==> src/rtl/chunked_subtractor_if.sv <==
// Handshake and operand/result bundle for chunked_subtractor.
// master drives the request side, slave is the subtractor itself.
interface chunked_subtractor_if #(
    parameter int WIDTH = 16
) ();
    logic             start;
    logic [WIDTH-1:0] A;
    logic [WIDTH-1:0] B;
    logic             BorrowIN;
    logic             sat;
    logic             busy;
    logic             done;
    logic [WIDTH-1:0] Y;
    logic             BorrowOUT;
    logic             Overflow;
    logic             Zero;

    modport master (
        output start, A, B, BorrowIN, sat,
        input  busy, done, Y, BorrowOUT, Overflow, Zero
    );

    modport slave (
        input  start, A, B, BorrowIN, sat,
        output busy, done, Y, BorrowOUT, Overflow, Zero
    );
endinterface

==> src/rtl/chunked_subtractor.sv <==
// Multi-cycle subtractor Y = A - B - BorrowIN, CHUNK bits per clock with a
// rippled borrow between chunks. Published result and flags update only on
// the completion edge, so downstream logic never sees a partial difference.
//
// state  | meaning
// IDLE   | waiting for start; Y/flags hold the last result
// RUN    | one chunk subtracted per edge, idx selects the chunk
// DONE   | one-cycle done pulse; start still ignored here
module chunked_subtractor #(
    parameter int WIDTH = 16,
    parameter int CHUNK = 4
) (
    input  logic                 clk,
    input  logic                 rst,
    chunked_subtractor_if.slave  bus
);
    localparam int NCHUNK = WIDTH / CHUNK;
    localparam int IDXW   = (NCHUNK > 1) ? $clog2(NCHUNK) : 1;

    generate
        if ((WIDTH < 2) || (CHUNK < 1) || ((WIDTH % CHUNK) != 0)) begin : g_bad_param
            $error("chunked_subtractor: WIDTH must be >= 2 and a multiple of CHUNK");
        end
    endgenerate

    typedef enum logic [1:0] {
        S_IDLE = 2'd0,
        S_RUN  = 2'd1,
        S_DONE = 2'd2
    } state_t;

    state_t           state_q, state_d;
    logic [WIDTH-1:0] a_q, a_d;
    logic [WIDTH-1:0] b_q, b_d;
    logic [WIDTH-1:0] res_q, res_d;
    logic [WIDTH-1:0] y_q, y_d;
    logic [IDXW-1:0]  idx_q, idx_d;
    logic             sat_q, sat_d;
    logic             borrow_q, borrow_d;
    logic             bo_q, bo_d;
    logic             ov_q, ov_d;
    logic             zero_q, zero_d;

    logic [WIDTH-1:0] a_shift, b_shift;
    logic [CHUNK-1:0] a_chunk, b_chunk;
    logic [CHUNK:0]   chunk_diff;
    logic [WIDTH-1:0] raw_res;
    logic             raw_ov;
    logic [WIDTH-1:0] sat_val;
    logic [WIDTH-1:0] final_y;

    // Current chunk difference and the full raw result it completes.
    always_comb begin
        a_shift    = a_q >> (int'(idx_q) * CHUNK);
        b_shift    = b_q >> (int'(idx_q) * CHUNK);
        a_chunk    = a_shift[CHUNK-1:0];
        b_chunk    = b_shift[CHUNK-1:0];
        chunk_diff = {1'b0, a_chunk} - {1'b0, b_chunk} - (CHUNK+1)'(borrow_q);
        // res_q is cleared at start, so OR-ing the new chunk in is enough.
        raw_res    = res_q | (WIDTH'(chunk_diff[CHUNK-1:0]) << (int'(idx_q) * CHUNK));
        raw_ov     = (a_q[WIDTH-1] != b_q[WIDTH-1]) && (raw_res[WIDTH-1] != a_q[WIDTH-1]);
        sat_val    = a_q[WIDTH-1] ? {1'b1, {(WIDTH-1){1'b0}}} : {1'b0, {(WIDTH-1){1'b1}}};
        final_y    = (sat_q && raw_ov) ? sat_val : raw_res;
    end

    // Next-state and datapath update.
    always_comb begin
        state_d  = state_q;
        a_d      = a_q;
        b_d      = b_q;
        res_d    = res_q;
        y_d      = y_q;
        idx_d    = idx_q;
        sat_d    = sat_q;
        borrow_d = borrow_q;
        bo_d     = bo_q;
        ov_d     = ov_q;
        zero_d   = zero_q;
        case (state_q)
            S_IDLE: begin
                if (bus.start) begin
                    a_d      = bus.A;
                    b_d      = bus.B;
                    borrow_d = bus.BorrowIN;
                    sat_d    = bus.sat;
                    res_d    = '0;
                    idx_d    = '0;
                    state_d  = S_RUN;
                end
            end
            S_RUN: begin
                res_d    = raw_res;
                borrow_d = chunk_diff[CHUNK];
                if (idx_q == IDXW'(NCHUNK - 1)) begin
                    y_d     = final_y;
                    bo_d    = chunk_diff[CHUNK];
                    ov_d    = raw_ov;
                    zero_d  = (final_y == '0);
                    state_d = S_DONE;
                end else begin
                    idx_d = idx_q + 1'b1;
                end
            end
            S_DONE: begin
                state_d = S_IDLE;
            end
            default: begin
                state_d = S_IDLE;
            end
        endcase
    end

    // State and datapath registers; reset aborts any operation in flight.
    always_ff @(posedge clk or posedge rst) begin
        if (rst) begin
            state_q  <= S_IDLE;
            a_q      <= '0;
            b_q      <= '0;
            res_q    <= '0;
            y_q      <= '0;
            idx_q    <= '0;
            sat_q    <= 1'b0;
            borrow_q <= 1'b0;
            bo_q     <= 1'b0;
            ov_q     <= 1'b0;
            zero_q   <= 1'b0;
        end else begin
            state_q  <= state_d;
            a_q      <= a_d;
            b_q      <= b_d;
            res_q    <= res_d;
            y_q      <= y_d;
            idx_q    <= idx_d;
            sat_q    <= sat_d;
            borrow_q <= borrow_d;
            bo_q     <= bo_d;
            ov_q     <= ov_d;
            zero_q   <= zero_d;
        end
    end

    assign bus.busy      = (state_q != S_IDLE);
    assign bus.done      = (state_q == S_DONE);
    assign bus.Y         = y_q;
    assign bus.BorrowOUT = bo_q;
    assign bus.Overflow  = ov_q;
    assign bus.Zero      = zero_q;
endmodule

==> src/flat_wrapper.sv <==
// flat-port wrapper written by rule: the top's interface ports become plain ports
module chunked_subtractor_flat 
#(
    parameter int WIDTH = 16,
    parameter int CHUNK = 4
)
  (clk, rst, bus_start, bus_A, bus_B, bus_BorrowIN, bus_sat, bus_busy, bus_done, bus_Y, bus_BorrowOUT, bus_Overflow, bus_Zero);
  chunked_subtractor_if #(.WIDTH(WIDTH)) bus_i ();
  input  logic clk;
  input  logic rst;
  input wire logic [$bits(bus_i.start)-1:0] bus_start;
  input wire logic [$bits(bus_i.A)-1:0] bus_A;
  input wire logic [$bits(bus_i.B)-1:0] bus_B;
  input wire logic [$bits(bus_i.BorrowIN)-1:0] bus_BorrowIN;
  input wire logic [$bits(bus_i.sat)-1:0] bus_sat;
  output wire logic [$bits(bus_i.busy)-1:0] bus_busy;
  output wire logic [$bits(bus_i.done)-1:0] bus_done;
  output wire logic [$bits(bus_i.Y)-1:0] bus_Y;
  output wire logic [$bits(bus_i.BorrowOUT)-1:0] bus_BorrowOUT;
  output wire logic [$bits(bus_i.Overflow)-1:0] bus_Overflow;
  output wire logic [$bits(bus_i.Zero)-1:0] bus_Zero;
  assign bus_i.start = bus_start;
  assign bus_i.A = bus_A;
  assign bus_i.B = bus_B;
  assign bus_i.BorrowIN = bus_BorrowIN;
  assign bus_i.sat = bus_sat;
  assign bus_busy = bus_i.busy;
  assign bus_done = bus_i.done;
  assign bus_Y = bus_i.Y;
  assign bus_BorrowOUT = bus_i.BorrowOUT;
  assign bus_Overflow = bus_i.Overflow;
  assign bus_Zero = bus_i.Zero;
  chunked_subtractor #(.WIDTH(WIDTH), .CHUNK(CHUNK)) u_core (.clk(clk), .rst(rst), .bus(bus_i));
endmodule
==> config.mk <==
export PLATFORM = sky130hd
export DESIGN_NAME = chunked_subtractor_flat
export DESIGN_NICKNAME = d
export VERILOG_FILES = /design/src/rtl/chunked_subtractor_if.sv /design/src/rtl/chunked_subtractor.sv /design/src/flat_wrapper.sv
export SDC_FILE = /design/constraint.sdc
export NUM_CORES = 1
export LEC_CHECK = 0
export CAP_MARGIN = 20
export CORE_MARGIN = 2
export CORE_UTILIZATION = 55
export CTS_BUF_LIST = sky130_fd_sc_hd__clkbuf_8
export CTS_CLUSTER_DIAMETER = 150
export DETAILED_ROUTE_END_ITERATION = 12
export PLACE_DENSITY = 0.87
export SYNTH_ARGS = -nofsm -noshare
export SYNTH_HDL_FRONTEND = slang
export SYNTH_SLANG_ARGS = --single-unit
==> constraint.sdc <==
create_clock -name clk -period 5.16 [get_ports clk]
set_clock_uncertainty 0.15 [all_clocks]
set_input_delay 1.548 -clock clk [delete_from_list [all_inputs] [get_ports clk]]
set_output_delay 1.548 -clock clk [all_outputs]
set_load 0.01 [all_outputs]
; ---- Word-level counts from Yosys, hierarchy flattened
; Cells that the tools add are included.
[classes]
n_eq_ne = 8
bitwise = 1
shifts = 3
addsub = 3
n_reduce_logical = 11
mux = 12
[op_table]
columns = op, n
row1 = 2-to-1 mux 16 bit, 3
row2 = one-hot mux 16 bit (2 select lines), 1
row3 = right shift 16 x 4 -> 4 bit, 2
row4 = logical NOT 16 bit, 1
row5 = bitwise OR 16 bit, 1
row6 = << shifter 4 x 4 -> 16 bit, 1
row7 = 2-to-1 mux 2 bit, 4
row8 = one-hot mux 2 bit (2 select lines), 2
row9 = AND reduction 2 bit, 4
row10 = subtractor 4 x 4 -> 5 bit, 1
row11 = subtractor 5 x 1 -> 5 bit, 1
row12 = "equality test 2 bit, second input constant", 2
row13 = "inequality test 2 bit, second input constant", 2
row14 = nonzero test 2 bit, 2
row15 = AND reduction 3 bit, 1
row16 = "adder 2 x 1 -> 2 bit, second input constant", 1
row17 = "equality test 2 x 1 -> 1 bit, second input constant", 1
row18 = logical AND 1 bit, 2
row19 = logical NOT 2 bit, 1
row20 = inequality test 1 bit, 2
row21 = "inequality test 2 x 1 -> 1 bit, second input constant", 1
row22 = one-hot mux 1 bit (2 select lines), 1
row23 = 2-to-1 mux 1 bit, 1
[word_totals]
wordCells = 49
ff_bits = 73
out_inout_bits = 21

; ---- Logic depth before layout (Yosys ltp)
; Gate-level depths: netlist of run 1.
[depth]
depth_word = 10
ltp_mapped = 14

; ---- Worst setup path after synthesis of run 1
; OpenSTA, ideal clock, no wires.
[synth_timing]
kind = register to register
startpoint = register u_core.idx_q[0]
endpoint = register u_core.y_q[11] (netlist: u_core.bus.Y[11])
setup_ns = 0.136
t_arrival_ns = 3.253
path_slack_ns = 1.621
stages_incl_launch_ff = 14
path_cell_list = dfrtp_1 -> buf_6 -> buf_2 -> mux4_2 -> ha_1 -> inv_1 -> ha_1 -> buf_6 -> or3b_4 -> o22ai_2 -> nor4b_4 -> nor3b_2 -> buf_6 -> a221oi_2
[synth_between]
elab_chain_len = 9
[synth_lines]
columns = element, line_no
row1 = start: declaration, chunked_subtractor.sv:37  ; logic [IDXW-1:0] idx_q, idx_d;
row2 = start signal: assignment, chunked_subtractor.sv:133  ; idx_q <= idx_d;
row3 = right shift 16 x 4 -> 4 bit (on tied branches), "chunked_subtractor.sv:54, chunked_subtractor.sv:55"
row4 = subtractor 4 x 4 -> 5 bit, chunked_subtractor.sv:58  ; chunk_diff = {1'b0, a_chunk} - {1'b0, b_chunk} - (CHUNK+1)'(borrow_q);
row5 = subtractor 5 x 1 -> 5 bit, chunked_subtractor.sv:58
row6 = << shifter 4 x 4 -> 16 bit, chunked_subtractor.sv:60  ; raw_res = res_q | (WIDTH'(chunk_diff[CHUNK-1:0]) << (int'(idx_q) * CHUNK));
row7 = bitwise OR 16 bit, chunked_subtractor.sv:60
row8 = inequality test 1 bit, chunked_subtractor.sv:61  ; raw_ov = (a_q[WIDTH-1] != b_q[WIDTH-1]) && (raw_res[WIDTH-1] != a_q[WIDTH-1]);
row9 = logical AND 1 bit, chunked_subtractor.sv:61
row10 = logical AND 1 bit, chunked_subtractor.sv:63  ; final_y = (sat_q && raw_ov) ? sat_val : raw_res;
row11 = 2-to-1 mux 16 bit, chunked_subtractor.sv:63
row12 = end signal: assignment, chunked_subtractor.sv:132  ; y_q <= y_d;
row13 = end: declaration, chunked_subtractor.sv:36  ; logic [WIDTH-1:0] y_q, y_d;
; Parallel ways exist; a longest one is shown, timed or not.
; A chain may end at the register's enable or synchronous reset.

; ---- Final worst setup path of run 1
[layout_timing]
startpoint = register u_core.idx_q[0]
endpoint = register u_core.y_q[4] (netlist: u_core.bus.Y[4])
; The elaborated chain is that of the path after synthesis.

==> results of run 1 <==
[worst max path at each step]
stage,depth (start not counted),endpoint,from,slack (ns)
2_1_floorplan,1,u_core.a_q[0]$_DFFE_PP0P_,rst,1.61
3_3_place_gp,9,u_core.bus.Y[0]$_DFFE_PP0P_,u_core.idx_q[0]$_DFFE_PP0P_,1.09
3_5_place_dp,9,u_core.bus.Y[2]$_DFFE_PP0P_,u_core.idx_q[0]$_DFFE_PP0P_,0.86
4_1_cts,9,u_core.bus.Y[4]$_DFFE_PP0P_,u_core.idx_q[0]$_DFFE_PP0P_,0.81
5_1_grt,9,u_core.bus.Y[4]$_DFFE_PP0P_,u_core.idx_q[0]$_DFFE_PP0P_,1.04
6_report,9,u_core.bus.Y[4]$_DFFE_PP0P_,u_core.idx_q[0]$_DFFE_PP0P_,1.21
[placed cells by master (no fill, tap or decap), types with 3 or more instances in the layout]
cell,instances
nand3_1,3
clkbuf_8,10
nand2_1,112
mux2_2,4
nor4_1,3
a21oi_1,33
a221oi_2,8
nand4_1,3
ha_1,5
o21ai_0,4
inv_1,14
and2_1,3
a221oi_1,6
bufinv_16,3
a31oi_1,5
mux4_2,7
nor2_1,36
clkdlybuf4s50_1,57
dfrtp_1,73
clkinv_2,3
nor2b_1,5
buf_4,9
[routing by layer]
metal,share of wire [%],GRT usage (%)
met5,0,0
met4,3.3,12.7
met3,6.3,5.10
met2,49,41.1
met1,41,34.0
[cell families (layout without fill, tap and decap cells)]
logic type | Yosys count | count (layout) | synth area share (%)
and+or+nand+nor | 176 | 176 | 20.7
AOI/OAI and AO/OA | 71 | 71 | 14.3
adders and majority gates | 7 | 7 | 2.79
DFF | 73 | 73 | 49.7
xor gates and xnor gates | 4 | 4 | 0.954
muxes | 13 | 13 | 6.50
buffers and inverters | 37 | 97 | 5.00
[stage by stage]
stage / hold WS (ns) / cell area [sq um]
floorplan: 0.290 / 3670
global placement: 0.311 / 4270
detailed placement: 0.311 / 4270
CTS: 0.328 / 4520
global route: 0.342 / 4520
finish: 0.327 / 4520
[final cells by class]
cell class	instances	area (sq um)	area share, %
timing repair buffer	66	638	14.1
multi-input combinational	271	1660	36.8
inverter	15	56.3	1.24
sequential	73	1830	40.4
clock buffer	10	138	3.04
clock inverter	6	105	2.32
tap	77	96.3	2.13
[worst min-delay path, stage by stage, from the launching register on]
cell	delay [ns]
dfrtp_1	0.34
nand2_1	0.05
nand2_1	0.05
[state kept, by name (all words and copies together) (netlist names)]
name                  count
u_core.bus.Y             16
u_core.bus.BorrowOUT      1
u_core.bus.Overflow       1
u_core.bus.Zero           1
u_core.res_q             16
u_core.state_q            2
u_core.b_q               16
u_core.idx_q              2
u_core.sat_q              1
u_core.a_q               16
u_core.borrow_q           1
==> run metrics, run 1 <==
# fillers 474; Reg-to-Reg Start u_core.idx_q[0]$_DFFE_PP0P_; CTS clk-pin slew, worst paths ~0.08 ns; post-synthesis cell area around 3700 sq um; CP Class register to register; Final Slew Violations 0; antenna-violating nets left 0; critical path's largest stage delay just over 0.7 ns; delay-heaviest family, CP adder cells; Top FF cell, synth dfrtp_1; Post-synth EDFFs 0; I/O Pins 58; GPL Wtd Cong slightly above 0.9; die height approximately 86 microns; Post-synth ARST share 100%; FP Rows 29; Post-Syn Nets about 430; Worst Max-Slew Pin Slew just over 0.8 ns; vias per cell a little under 6; Starting Density 57.2%; core box area approximately 6400 sq um; depth of the CTS H-tree 3; Synth Warn # 0; Max FO, Critical Path 11; Hold Path Sink u_core.b_q[5]$_DFFE_PP0P_; failing checks design-rule violations; pin count of the biggest net entering global routing 48; most common library cells after synthesis nand2_1 (112), dfrtp_1 (73), nor2_1 (36); final hold violations 0; area grow syn2layout 23.1%; worst r2r dst u_core.bus.Y[4]$_DFFE_PP0P_; most common cell in the netlist nand2_1; Final setup viols 0; CTS max path bufs 2; Worst-Skew Late Latency 0.35 ns; Critical-path top delay cell dfrtp_1; FMAX around 0.25 GHz; initial antenna violation count 0; first-pass GRT wire length 14700 microns; critical path endpoint category register; number of cells on the worst hold path 2; Setup Slack @ Placement around 0.86 ns; die width around 86 microns; post-DR wirelength/cell around 17 microns; overall global routing resource usage ~26%; Slew headroom between 40% and 50%; post-synth top area cell dfrtp_1; vias in the first global route 3039; Syn Inst Count roughly 380; Mean Syn Cell Area just under 10 sq um; critical path launch point type register; Final Non-Filler Cells between 500 and 600; placed insts ~500; hold_sp u_core.b_q[5]$_DFFE_PP0P_; port bufs 57; RSZ-0062 raised after global routing no; WL final just under 9000 microns; R2R Setup Slk between 1 and 1.5 ns; final worst slack about 1.2 ns; global route overflow 0; Yosys cell types 48; Hold Crit Class register to register; CP arrival around 4 ns; worst path required time about 5.3 ns; CTS Hold Bufs 0; Initial DRC Count between 300 and 400; Synth area leaders dfrtp_1 (50%), nand2_1 (11%), a21oi_1 (4.5%); crit path buf inv count 1; period utilization between 70% and 80%; Final nets between 400 and 500; antenna diode count 0; fin util 70.4%; minimum clock period roughly 4.0 ns; # Max-Cap Violations 0; Post-Route Setup TNS 0 ns; top cell type's share of synthesized area about half; Synth Register Bits 73; DRC errors left 2; outcome complete, but fails checks; via count approximately 3000; number of cells on the worst reg-to-reg path 9; CP cell instances mux4_2 > fa_1 > ha_1 > and2_1 > o22ai_2 > nor4b_4 > nor2_1 > buf_4 > a221oi_1; Detailed Place HPWL approximately 5900 microns; cts repair resizes 0; Post-CTS Setup Repair Bufs 0; TritonRoute pass-1 iters 11; CTS Buf Count 9; clk sinks 73; Root Driver clkbuf_8; TritonCTS clock tree built; sequential area share after synthesis 49.7%; layout cells sized above 1 approximately 12%; Die ar. between 7000 and 8000 sq um
Power of run 1 is left out: the tool's default activity adds up to more than one toggle a clock period on the data nets, which glitch-free logic cannot reach.
==> run 2: changes to the inputs <==
==> constraint.sdc (replaced) <==
create_clock -name clk -period 3.75 [get_ports clk]
set_clock_uncertainty 0.15 [all_clocks]
set_input_delay 1.125 -clock clk [delete_from_list [all_inputs] [get_ports clk]]
set_output_delay 1.125 -clock clk [all_outputs]
set_load 0.01 [all_outputs]
==> run metrics, run 2 (synthesis gave the netlist of run 1 again) <==
outcome complete, but fails checks; failing checks design-rule violations; TritonRoute pass-1 iters 9; Worst-Skew Late Latency between 0.3 and 0.4 ns; Reg-to-Reg Start u_core.idx_q[0]$_DFFE_PP0P_; first-pass GRT wire length ~15000 microns; # fillers 488; Hold Crit Class register to register; period utilization about 93%; initial antenna violation count 0; fin util 71.3%; critical path endpoint category register; final hold violations 0; port bufs 57; Slew headroom about three fifths; critical path launch point type register; most common cell after layout, fill and taps aside nand2_1; layout cells sized above 1 between 10% and 20%; post-DR wirelength/cell roughly 17 microns; Post-CTS Setup Repair Bufs 0; core box area 6420 sq um; number of cells on the worst reg-to-reg path 12; RSZ-0062 raised after global routing no; Final Slew Violations 0; most frequent cells in the layout nand2_1 (112), dfrtp_1 (72), clkdlybuf4s50_1 (57), nor2_1 (36), a21oi_1 (33); via count around 3100; CTS max path bufs 2; WL final 8830 microns; clk sinks 73; CP arrival around 3.6 ns; worst path required time just under 4 ns; depth of the CTS H-tree 3; I/O Pins between 50 and 60; Met3 Routed Length between 500 and 600 microns; vias per cell 5.88; Worst Max-Slew Pin Slew between 0.6 and 0.7 ns; TritonCTS clock tree built; Final nets 490; antenna diode count 0; worst setup path start u_core.idx_q[0]$_DFFE_PP0P_; Initial DRC Count about 270; DRC errors left 2; die height approximately 86 microns; Die ar. roughly 7400 sq um; Starting Density between 50% and 60%; CTS clk-pin slew, worst paths roughly 0.08 ns; DR top layer met4; # Max-Cap Violations 0; FMAX between 0.2 and 0.3 GHz; number of cells on the worst hold path 2; CTS Buf Count 9; global route overflow 0; GPL Wtd Cong 0.877; minimum clock period between 3 and 4 ns; pin count of the biggest net entering global routing 46; FP Rows 29; Metal-1 WL around 3800 microns; Max FO, Critical Path 16; Detailed Place HPWL roughly 6400 microns; antenna-violating nets left 0; CP Class register to register; area grow syn2layout 24.7%; met2 wire len around 4300 microns; die width ~86 microns; overall global routing resource usage 26.2%; Root Driver clkbuf_8; Final setup viols 0; hold_sp u_core.a_q[7]$_DFFE_PP0P_; vias in the first global route 3000
-- run 2: worst max-delay path, stage by stage, from the launching register on --
cell	delay, ns
dfrtp_2	0.49
buf_4	0.17
mux4_2	0.32
inv_1	0.05
fa_1	0.43
ha_1	0.35
buf_4	0.16
nand2_1	0.07
o2111ai_1	0.19
nand3_1	0.23
mux2i_2	0.22
buf_4	0.22
a221oi_1	0.33
-- run 2: final timing paths --
kind | to | slack, ns
min in group asynchronous | u_core.a_q[13]$_DFFE_PP0P_ | 0.90
worst max register to register | u_core.bus.Y[1]$_DFFE_PP0P_ | 0.26
worst min register to register | u_core.a_q[7]$_DFFE_PP0P_ | 0.33
max in group asynchronous | u_core.res_q[15]$_DFFE_PP0P_ | 1.86
worst min-delay path | u_core.a_q[7]$_DFFE_PP0P_ | 0.33
worst max-delay path | u_core.bus.Y[1]$_DFFE_PP0P_ | 0.26
-- run 2: metrics by stage --
step | worst slack, ns | instances | area, sq um | TNS (ns) | hold WS, ns
final | 0.255 | 528 | 4580 | 0 | 0.327
after global routing | 0.0327 | 528 | 4580 | 0 | 0.351
after CTS | 0.167 | 528 | 4580 | 0 | 0.329
after detailed placement | 0.211 | 512 | 4360 | 0 | 0.310
after global placement | -0.119 | 511 | 4350 | -0.928 | 0.306
after floorplan | 0.211 | 381 | 3670 | 0 | 0.290
-- run 2: timing repair --
item,4_1_cts,5_1_grt
hold buffers,0,0
setup endpoints to repair,0,3
resized for setup,0,1
-- run 2: final cells by class --
cell class	count	area [sq um]	share of cell area, %
sequential	73	1830	39.9
clock buffer	9	124	2.70
inverter	15	56.3	1.23
clock inverter	7	95.1	2.08
timing repair buffer	76	717	15.7
multi-input combinational	271	1660	36.3
tap	77	96.3	2.10
-- run 2: per-layer routing --
layer / vias to the layer above / GRT usage (%)
met2: 132 / 40.7
met3: 16 / 5.77
met4: 0 / 8.23
met1: 1524 / 37.2
li1: 1433 / -
met5: - / 0
Power of run 2 is left out for the same reason.
